==> config.mk <==
export PLATFORM = sky130hd
export DESIGN_NAME = util_fifo
export DESIGN_NICKNAME = d
export VERILOG_FILES = /design/src/rtl/util_fifo.sv
export SDC_FILE = /design/constraint.sdc
export NUM_CORES = 1
export LEC_CHECK = 0
export CAP_MARGIN = 20
export CORE_MARGIN = 5
export CORE_UTILIZATION = 50
export CTS_BUF_LIST = sky130_fd_sc_hd__clkbuf_8
export DETAILED_ROUTE_END_ITERATION = 10
export PLACE_DENSITY = 0.66
export SLEW_MARGIN = 15
export SYNTH_ARGS = -nofsm -noshare
export SYNTH_HDL_FRONTEND = slang
export SYNTH_SLANG_ARGS = --single-unit
==> constraint.sdc <==
create_clock -name clk -period 10.8 [get_ports clk]
set_input_delay 1.62 -clock clk [delete_from_list [all_inputs] [get_ports clk]]
set_output_delay 1.62 -clock clk [all_outputs]
set_load 0.02 [all_outputs]
==> src/rtl/util_fifo.sv <==
// util_fifo: single-clock FIFO for 64-bit instruction words between the
// fetch/DMA front end and the ISA decoder. Registered full/empty flags and
// registered read data. Writes to a full FIFO and reads from an empty FIFO
// are dropped with no state change.
// Optional status outputs (count, overflow, underflow) are built when the
// macro UTIL_FIFO_STATUS_EN is defined.
// rst_n is an asynchronous ACTIVE-HIGH reset (name kept from the codebase).
module util_fifo #(
   parameter int unsigned DATA_WIDTH = 64,
   parameter int unsigned ADDR_WIDTH = 3
) (
   input  logic                  clk,
   input  logic                  rst_n,
   input  logic                  wr_en,
   input  logic                  rd_en,
   input  logic [DATA_WIDTH-1:0] din,
   output logic                  full,
   output logic                  empty,
`ifdef UTIL_FIFO_STATUS_EN
   output logic [ADDR_WIDTH:0]   count,
   output logic                  overflow,
   output logic                  underflow,
`endif
   output logic [DATA_WIDTH-1:0] dout
);

   localparam int unsigned DEPTH = 1 << ADDR_WIDTH;
   localparam int unsigned PW    = ADDR_WIDTH + 1;

   logic [DATA_WIDTH-1:0] mem [DEPTH];
   logic [PW-1:0]         wr_ptr;
   logic [PW-1:0]         rd_ptr;
   logic [PW-1:0]         wr_ptr_nxt_c;
   logic [PW-1:0]         rd_ptr_nxt_c;
   logic                  rd_accept_c;
   logic                  wr_accept_c;
   logic                  empty_nxt_c;
   logic                  full_nxt_c;

   // Accept decisions and next pointer/flag values from registered state
   always_comb begin
      rd_accept_c  = rd_en & ~empty;
      wr_accept_c  = wr_en & (~full | rd_accept_c);
      wr_ptr_nxt_c = wr_ptr + PW'(wr_accept_c);
      rd_ptr_nxt_c = rd_ptr + PW'(rd_accept_c);
      empty_nxt_c  = (wr_ptr_nxt_c == rd_ptr_nxt_c);
      full_nxt_c   = (wr_ptr_nxt_c[ADDR_WIDTH-1:0] == rd_ptr_nxt_c[ADDR_WIDTH-1:0]) &&
                     (wr_ptr_nxt_c[ADDR_WIDTH] != rd_ptr_nxt_c[ADDR_WIDTH]);
   end

   // Storage array, intentionally not reset
   always_ff @(posedge clk) begin
      if (wr_accept_c) begin
         mem[wr_ptr[ADDR_WIDTH-1:0]] <= din;
      end
   end

   // Pointers, flags and read data register
   always_ff @(posedge clk or posedge rst_n) begin
      if (rst_n) begin
         wr_ptr <= '0;
         rd_ptr <= '0;
         empty  <= 1'b1;
         full   <= 1'b0;
         dout   <= '0;
      end else begin
         wr_ptr <= wr_ptr_nxt_c;
         rd_ptr <= rd_ptr_nxt_c;
         empty  <= empty_nxt_c;
         full   <= full_nxt_c;
         if (rd_accept_c) begin
            dout <= mem[rd_ptr[ADDR_WIDTH-1:0]];
         end
      end
   end

`ifdef UTIL_FIFO_STATUS_EN
   // Occupancy count and sticky drop indicators
   always_ff @(posedge clk or posedge rst_n) begin
      if (rst_n) begin
         count     <= '0;
         overflow  <= 1'b0;
         underflow <= 1'b0;
      end else begin
         count <= wr_ptr_nxt_c - rd_ptr_nxt_c;
         if (wr_en && !wr_accept_c) begin
            overflow <= 1'b1;
         end
         if (rd_en && !rd_accept_c) begin
            underflow <= 1'b1;
         end
      end
   end
`endif

endmodule

## After elaboration in Yosys (flattened, before gate mapping)

Memory sizes are Yosys's and may differ from the RTL's. A register that Yosys moved wholly into a read port is not among the register bits.
Cells that the tools add are included.

| word-level totals | value |
|---|---|
| bits in registers | 10 |
| RAM bits | 512 |
| input port bits | 68 |
| word-level logic and storage cells | 18 |
| memories kept | 1 |

| cells by class | value |
|---|---|
| add/sub/neg operators | 2 |
| equality and inequality tests | 3 |
| mux-type cells | 2 |
| bitwise gates (word level) | 5 |
| reductions and logical operators | 1 |

Memories:

| name | depth | bits a word | read ports | clocked after memory_dff | wr ports | line | RTL |
|---|---|---|---|---|---|---|---|
| mem | 8 | 64 | 1 | 1 | 1 | 30 | `logic [DATA_WIDTH-1:0] mem [DEPTH];` |

Operators by type and width:

| kind | count |
|---|---|
| $add 4x1->4 | 2 |
| $eq 4x4->1 | 1 |
| $eq 3x3->1 | 1 |
| $and 1x1->1 | 2 |
| $mux 1 | 2 |
| $not 1->1 | 2 |
| $logic_and 1x1->1 | 1 |
| $ne 1x1->1 | 1 |
| $or 1x1->1 | 1 |

## Depth between registers and ports, before layout

Gate-level depths: netlist of run 1.

| logic depth | value |
|---|---|
| word-level depth | 7 |
| gate-level depth with buffers | 10 |
| depth with buffers taken out | 8 |

## Worst setup path before layout of run 1

Ideal clock, no wire load.

| path | value |
|---|---|
| path kind | input -> register |
| start | input rd_en |
| end | memory mem[0][0], enable pin |
| setup time | 0.565 ns |
| data arrival time | 6.514 ns |
| data required time | 10.235 ns |
| setup slack | 3.721 ns |
| cell stages on the path | 5 |
| buffers on the path | 1 |
| path through | nand2b_1 -> clkbuf_1 -> a21boi_1 -> nand2b_1 -> nor3_1 |

| on the way | value |
|---|---|
| longest elaborated chain between the ends | 5 |

RTL lines:

| item | line | RTL |
|---|---|---|
| start: declaration | 15 | `input logic rd_en,` |
| $and 1x1->1 | 42 | `rd_accept_c = rd_en & ~empty;` |
| $or 1x1->1 | 43 | `wr_accept_c = wr_en & (~full \| rd_accept_c);` |
| $and 1x1->1 | 43 |  |
| $mux 1 | 53 | `if (wr_accept_c) begin` |
| $mux 1 (not written as such) | 54 | `mem[wr_ptr[ADDR_WIDTH-1:0]] <= din;` |
| end: declaration | 30 |  |

Every way passes these cells.

## Worst setup path in the final report of run 1

| path | value |
|---|---|
| start | input rd_en |
| end | memory mem[6][28], enable pin |

The elaborated chain is that of the path after synthesis.

==> flow_metrics.env, run 1 <==
export IMPL_regArea_mm2=0.0172
export IMPL_syn_cell_area_mm2=0.0223
export IMPL_cts_sinks=586
export IMPL_nets=1419
export IMPL_clock_root_buffer="sky130_fd_sc_hd__clkbuf_8"
export IMPL_timing_fmax_mhz=227
export IMPL_global_route_wire_length_before_repair_um=68800
export IMPL_worstSetupPathType="primary input to flop"
export IMPL_postRouteAntennaNets=0
export IMPL_cts_buffers_inserted=92
export IMPL_crit_path_max_fanout=38
export IMPL_worst_setup_hold_path_clk_slew_ps=60
export IMPL_synth_warning_count=0
export IMPL_coreArea_mm2=0.0441
export IMPL_p_leak_nw=8.83
export IMPL_final_hold_worst_slack_ps=479
export IMPL_postSynthRegisterBits=586
export IMPL_timing_critical_path_buf_inv=2
export IMPL_worstSetupEndpointType="flop"
export IMPL_commonest_non_fill_non_tap_cell_in_the_layout="sky130_fd_sc_hd__edfxtp_1"
export IMPL_multi_input_comb_area_mm2=0.00463
export IMPL_hold_class="flop to flop"
export IMPL_path_cells="clkdlybuf4s50_1 -> nand2b_4 -> a21boi_1 -> nand2b_1 -> nor2_4 -> buf_4"
export IMPL_num_fill_cells=3374
export IMPL_numPlacedInstances=1845
export IMPL_grt_pass1_vias=11700
export IMPL_crit_arrival_ps=4680
export IMPL_viasPerCell=5.49
export IMPL_rsz_0062_raised_after_global_routing="false"
export IMPL_worst_reg_to_reg_setup_slack_ps=7400
export IMPL_track_usage_pct=18.0
export IMPL_cp_slowest_cell="sky130_fd_sc_hd__nor2_4"
export IMPL_cts_repair_resize_count=0
export IMPL_layout_min_cycle_time_ps=4400
export IMPL_timing_reg2reg_worst_path_depth=5
export IMPL_later_pin_clock_latency_in_the_skew_report_ps=650
export IMPL_maxCapViolations=0
export IMPL_setup_ws_final_ps=6400
export IMPL_outcome="completed"
export IMPL_timing_final_setup_violations=0
export IMPL_post_route_cells_drive_above_1_share_pct=21.8
export IMPL_die_width_um=221
export IMPL_cp_num_cells=6
export IMPL_first_iteration_detailed_routing_drc_count=707
export IMPL_synthesis_area_per_instance_um2=19.0
export IMPL_clock_tree_from_tritoncts="built"
export IMPL_initial_utilization_pct=50.4
export IMPL_max_slew_margin_rel_pct=26.6
export IMPL_ir_worst_vdd_v=0.000182
export IMPL_post_dp_hpwl_um=24300
export IMPL_cts_hold_buf=0
export IMPL_synth_seq_area_share_pct=77.4
export IMPL_grt_overflow_total=0
export IMPL_powerDensity_mw_per_mm2=263
export IMPL_setup_tns_ps=0
export IMPL_synth_cell_type_count=31
export IMPL_route_final_wire_length_um=44000
export IMPL_worstHoldPathCells=2
export IMPL_grt_max_degree=127
export IMPL_fin_total_pwr_mw=6.79
export IMPL_period_share_pct=40.8
export IMPL_wl_per_cell_um=21.8
export IMPL_hold_violations=0
export IMPL_io_pins=134
export IMPL_most_common_layout_cells="512 x sky130_fd_sc_hd__edfxtp_1, 133 x sky130_fd_sc_hd__clkdlybuf4s50_1, 128 x sky130_fd_sc_hd__mux2_2"
export IMPL_cts_setup_buffers=0
export IMPL_maxSlewViolCount=0
export IMPL_syn_nets=1243
export IMPL_drtPass1Iterations=5
export IMPL_postSynth_asyncResetShare_pct=12.6
export IMPL_finish_cell_count_without_fillers=2018
export IMPL_synth_main_ff_cell="sky130_fd_sc_hd__edfxtp_1"
export IMPL_finalClockSkew_ps=17.2
export IMPL_io_buffer_count=133
export IMPL_htree_num_levels=3
export IMPL_routabilityCongestion=0.710
export IMPL_finalInstanceArea_mm2=0.0258
export IMPL_cp_slowest_stage_delay_ps=820
export IMPL_rows=77
export IMPL_die_area_mm2=0.0488
export IMPL_clock_tree_buffer_depth=3
export IMPL_synth_edf_count=512
export IMPL_drcViolationCount=0
export IMPL_finalCoreUtilization_pct=58.5
export IMPL_chipHeight_um=221
export IMPL_worstSetupStartpointType="primary input"
export IMPL_postPlaceCellArea_mm2=0.0241
export IMPL_worst_slew_pin_slew_ps=1100
export IMPL_grt_antenna_before_repair=3
export IMPL_cp_required_ps=11080
export IMPL_place_worst_setup_slack_ps=5690
export IMPL_areaGrowthSynthToFinish_pct=16.0
export IMPL_cpLargestDelayFamily="simple AND/OR/NAND/NOR gates"
export IMPL_vias=11100
export IMPL_postSynthCellCount=1171
-- worst paths after layout --
check | startpoint | endpoint
min in group asynchronous | rst_n | dout[29]$_DFFE_PP0P_
max | rd_en | mem[6][28]$_DFFE_PP_
min | dout[28]$_DFFE_PP0P_ | dout[28]$_DFFE_PP0P_
min reg2reg | dout[28]$_DFFE_PP0P_ | dout[28]$_DFFE_PP0P_
max reg2reg | empty$_DFF_PP1_ | mem[6][28]$_DFFE_PP_
max in group asynchronous | rst_n | rd_ptr[0]$_DFF_PP0_
-- cell usage after synthesis (3+ instances only) --
cell                       number  area share, %
sky130_fd_sc_hd__a22oi_1       31            1.0
sky130_fd_sc_hd__buf_12         5           0.45
sky130_fd_sc_hd__buf_2         12           0.27
sky130_fd_sc_hd__buf_6         17           0.86
sky130_fd_sc_hd__clkbuf_1      27           0.46
sky130_fd_sc_hd__dfrtp_1       73            8.2
sky130_fd_sc_hd__edfxtp_1     512             69
sky130_fd_sc_hd__ha_1           4           0.22
sky130_fd_sc_hd__inv_1          3          0.051
sky130_fd_sc_hd__mux2_2       128            6.5
sky130_fd_sc_hd__mux2i_1       62            2.8
sky130_fd_sc_hd__mux4_1         3           0.35
sky130_fd_sc_hd__mux4_2        30            3.0
sky130_fd_sc_hd__nand2_1       67            1.1
sky130_fd_sc_hd__nand2b_1       5           0.14
sky130_fd_sc_hd__nand3_1        3          0.067
sky130_fd_sc_hd__nor2_1        41           0.69
sky130_fd_sc_hd__o21ai_0        6           0.13
sky130_fd_sc_hd__o21ai_1       58            1.3
sky130_fd_sc_hd__o221ai_1      64            2.5
sky130_fd_sc_hd__xnor2_1        4           0.16
sky130_fd_sc_hd__xor2_1         4           0.16
-- tightest hold or removal path, cell delays in order, from the launching register on --
cell	delay, ps
sky130_fd_sc_hd__dfrtp_1	340
sky130_fd_sc_hd__nand2_1	50
sky130_fd_sc_hd__o21ai_1	60
-- final cells by class --
class	count	share of cell area (%)
Inverter	4	0.0679
Clock buffer	100	5.33
Tap cell	592	2.87
Timing Repair Buffer	148	5.64
Antenna cell	1	0.00969
Sequential cell	586	66.8
Clock inverter	72	1.39
Multi-Input combinational cell	515	17.9
-- where the power goes --
part | switching [mW] | internal (mW)
clock network | 0.829 | 0.902
logic | 1.06 | 0.853
registers | 0.248 | 2.91
-- flip-flops by register name, summed over array words and instances, names as in the netlist --
signal	count
full	1
rd_ptr	4
mem	512
wr_ptr	4
dout	64
empty	1
-- routing by layer --
metal | up-vias | routed length [um] | GRT usage [%]
met4 | 4 | 619 | 5.04
met3 | 52 | 2470 | 4.36
met2 | 282 | 21000 | 28.5
li1 | 5038 | - | -
met5 | - | 40 | 0
met1 | 5708 | 19900 | 25.4
-- kinds of logic after synthesis --
family / Yosys count / share of synthesized area (%)
AOI/OAI and AO/OA: 160 / 5.04
xor gates and xnor gates: 8 / 0.315
adders and majority gates: 4 / 0.225
buffers and inverters: 70 / 2.23
DFF: 586 / 77.4
muxes: 223 / 12.7
and+or+nand+nor: 120 / 2.14
No activity file was read; power rests on OpenSTA's default activity.
==> run 2, diff against run 1 <==
==> constraint.sdc (replaced) <==
create_clock -name clk -period 4.1 [get_ports clk]
set_input_delay 0.615 -clock clk [delete_from_list [all_inputs] [get_ports clk]]
set_output_delay 0.615 -clock clk [all_outputs]
set_load 0.02 [all_outputs]
==> run 2 against run 1 <==
  * First-iteration DRC count grew 9.5%
  * Clock power grew to 2.7 times the previous value
  * Non-clock buffer count grew 16
  * Hold slack gained 0.86 ps
  * Total power grew to 2.7 times the previous value
  * Combinational power grew to 2.8 times the previous value
  * Clock-buffer cell count grew 6
  * Routed wire length grew 0.46%
  * Worst setup slack lost 4700 ps
  * Clock skew grew 6.2 ps
==> flow_metrics.env, run 2 (same netlist as run 1, synthesis figures left out) <==
export IMPL_outcome="completed"
export IMPL_worst_setup_hold_path_clk_slew_ps=60
export IMPL_track_usage_pct=18.1
export IMPL_cp_slowest_cell="sky130_fd_sc_hd__dfrtp_4"
export IMPL_nets=1435
export IMPL_initial_utilization_pct=50.4
export IMPL_worst_slew_pin_slew_ps=913
export IMPL_post_route_cells_drive_above_1_share_pct=22.6
export IMPL_setup_tns_ps=0
export IMPL_routabilityCongestion=0.702
export IMPL_io_buffer_count=133
export IMPL_p_sw_share_pct=31.0
export IMPL_worstSetupPathType="flop to flop"
export IMPL_ir_worst_vdd_v=0.000601
export IMPL_grt_pass1_vias=12000
export IMPL_antenna_diode_count=0
export IMPL_wl_per_cell_um=21.8
export IMPL_power_report_internal_total_mw=12.5
export IMPL_areaGrowthSynthToFinish_pct=17.2
export IMPL_cts_setup_buffers=0
export IMPL_cp_slowest_stage_delay_ps=980
export IMPL_chipHeight_um=221
export IMPL_clock_tree_from_tritoncts="built"
export IMPL_timing_final_setup_violations=0
export IMPL_cts_sinks=586
export IMPL_num_fill_cells=3373
export IMPL_p_leak_nw=8.99
export IMPL_worstSetupStartpointType="flop"
export IMPL_rsz_0062_raised_after_global_routing="false"
export IMPL_hold_violations=0
export IMPL_route_final_wire_length_um=44200
export IMPL_viasPerCell=5.45
export IMPL_maxCapViolations=0
export IMPL_io_pins=134
export IMPL_layout_min_cycle_time_ps=2430
export IMPL_finalCoreUtilization_pct=59.1
export IMPL_finish_cell_count_without_fillers=2031
export IMPL_worstSetupEndpointType="flop"
export IMPL_max_slew_margin_rel_pct=39.0
export IMPL_finalClockSkew_ps=23.4
export IMPL_die_area_mm2=0.0488
export IMPL_crit_arrival_ps=2910
export IMPL_clock_root_buffer="sky130_fd_sc_hd__clkbuf_8"
export IMPL_power_share_combinational_pct=29.3
export IMPL_timing_fmax_mhz=411
export IMPL_cts_buffers_inserted=92
export IMPL_hold_class="flop to flop"
export IMPL_p_sw_mw=5.63
export IMPL_most_common_layout_cells="512 x sky130_fd_sc_hd__edfxtp_1, 133 x sky130_fd_sc_hd__clkdlybuf4s50_1, 128 x sky130_fd_sc_hd__mux2_2"
export IMPL_rows=77
export IMPL_postRouteAntennaNets=0
export IMPL_first_iteration_detailed_routing_drc_count=774
export IMPL_numPlacedInstances=1860
export IMPL_vias=11100
export IMPL_cp_required_ps=4580
export IMPL_path_cells="buf_4 -> mux4_2 -> nor2_1 -> o21ai_1"
export IMPL_period_share_pct=59.3
export IMPL_global_route_wire_length_before_repair_um=69600
export IMPL_clock_tree_buffer_depth=3
export IMPL_flip_flop_count_of_the_largest_register_all_copies_and_words_added=512
export IMPL_grt_antenna_before_repair=3
export IMPL_coreArea_mm2=0.0441
export IMPL_die_width_um=221
export IMPL_power_share_sequential_pct=45.0
export IMPL_later_pin_clock_latency_in_the_skew_report_ps=620
export IMPL_cts_hold_buf=0
export IMPL_grt_max_degree=96
export IMPL_commonest_non_fill_non_tap_cell_in_the_layout="sky130_fd_sc_hd__edfxtp_1"
export IMPL_post_dp_hpwl_um=24900
export IMPL_htree_num_levels=3
export IMPL_maxSlewViolCount=0
export IMPL_crit_path_max_fanout=49
export IMPL_grt_overflow_total=0
export IMPL_powerDensity_mw_per_mm2=697
export IMPL_drtPass1Iterations=5
export IMPL_cts_repair_resize_count=0
export IMPL_drcViolationCount=0
export IMPL_fin_total_pwr_mw=18.2
export IMPL_clockPowerShare_pct=25.7
[run 2: cell type report]
class | count | area, um2 | share of cell area [%]
clock buffers | 106 | 1460 | 5.59
clock inverters | 64 | 333 | 1.28
inverters | 4 | 17.5 | 0.0671
multi-input cells | 515 | 4640 | 17.8
flip-flops and latches | 586 | 17200 | 66.0
well taps | 592 | 741 | 2.84
repair buffers | 164 | 1670 | 6.41
[run 2: final timing paths]
kind	cells after the start	end	startpoint	slack [ps]
setup / recovery	4	dout[52]$_DFFE_PP0P_	rd_ptr[0]$_DFF_PP0_	1670
hold / removal	2	dout[13]$_DFFE_PP0P_	dout[13]$_DFFE_PP0P_	480
setup reg to reg	4	dout[52]$_DFFE_PP0P_	rd_ptr[0]$_DFF_PP0_	1670
hold reg to reg	2	dout[13]$_DFFE_PP0P_	dout[13]$_DFFE_PP0P_	480
max in group asynchronous	3	dout[51]$_DFFE_PP0P_	rst_n	2750
min in group asynchronous	2	dout[20]$_DFFE_PP0P_	rst_n	520
[run 2: power groups by stage]
stage	Combinational (mW)	Sequential, mW	Clock [mW]
floorplan	3.38	8.50	0
global placement	5.35	8.27	0
detailed placement	5.40	8.31	0
CTS	5.41	8.20	4.82
global route	5.77	8.29	5.12
finish	5.33	8.18	4.68
[run 2: through the flow]
stage               instance area (um2)  hold slack [ps]  worst slack [ps]
CTS                               26100              487              1620
global placement                  24300              466              1170
finish                            26100              480              1670
floorplan                         22300              478              -257
global route                      26100              513              1550
detailed placement                24300              474              1150
[run 2: layer usage]
metal	global-route usage [%]	vias to the layer above	part of all wire (%)
met1	25.6	5663	45
li1	-	5070	-
met4	5.32	6	1.7
met5	0	-	0.081
met3	4.20	56	5.6
met2	28.7	278	47
[run 2: critical path, delay by kind of cell (launching register included)]
kind / cells / cell delay [ps]
buffers and inverters: 1 / 500
AND/OR/NAND/NOR: 1 / 140
multiplexers: 1 / 550
flip-flops: 1 / 980
AO/OA/AOI/OAI: 1 / 90
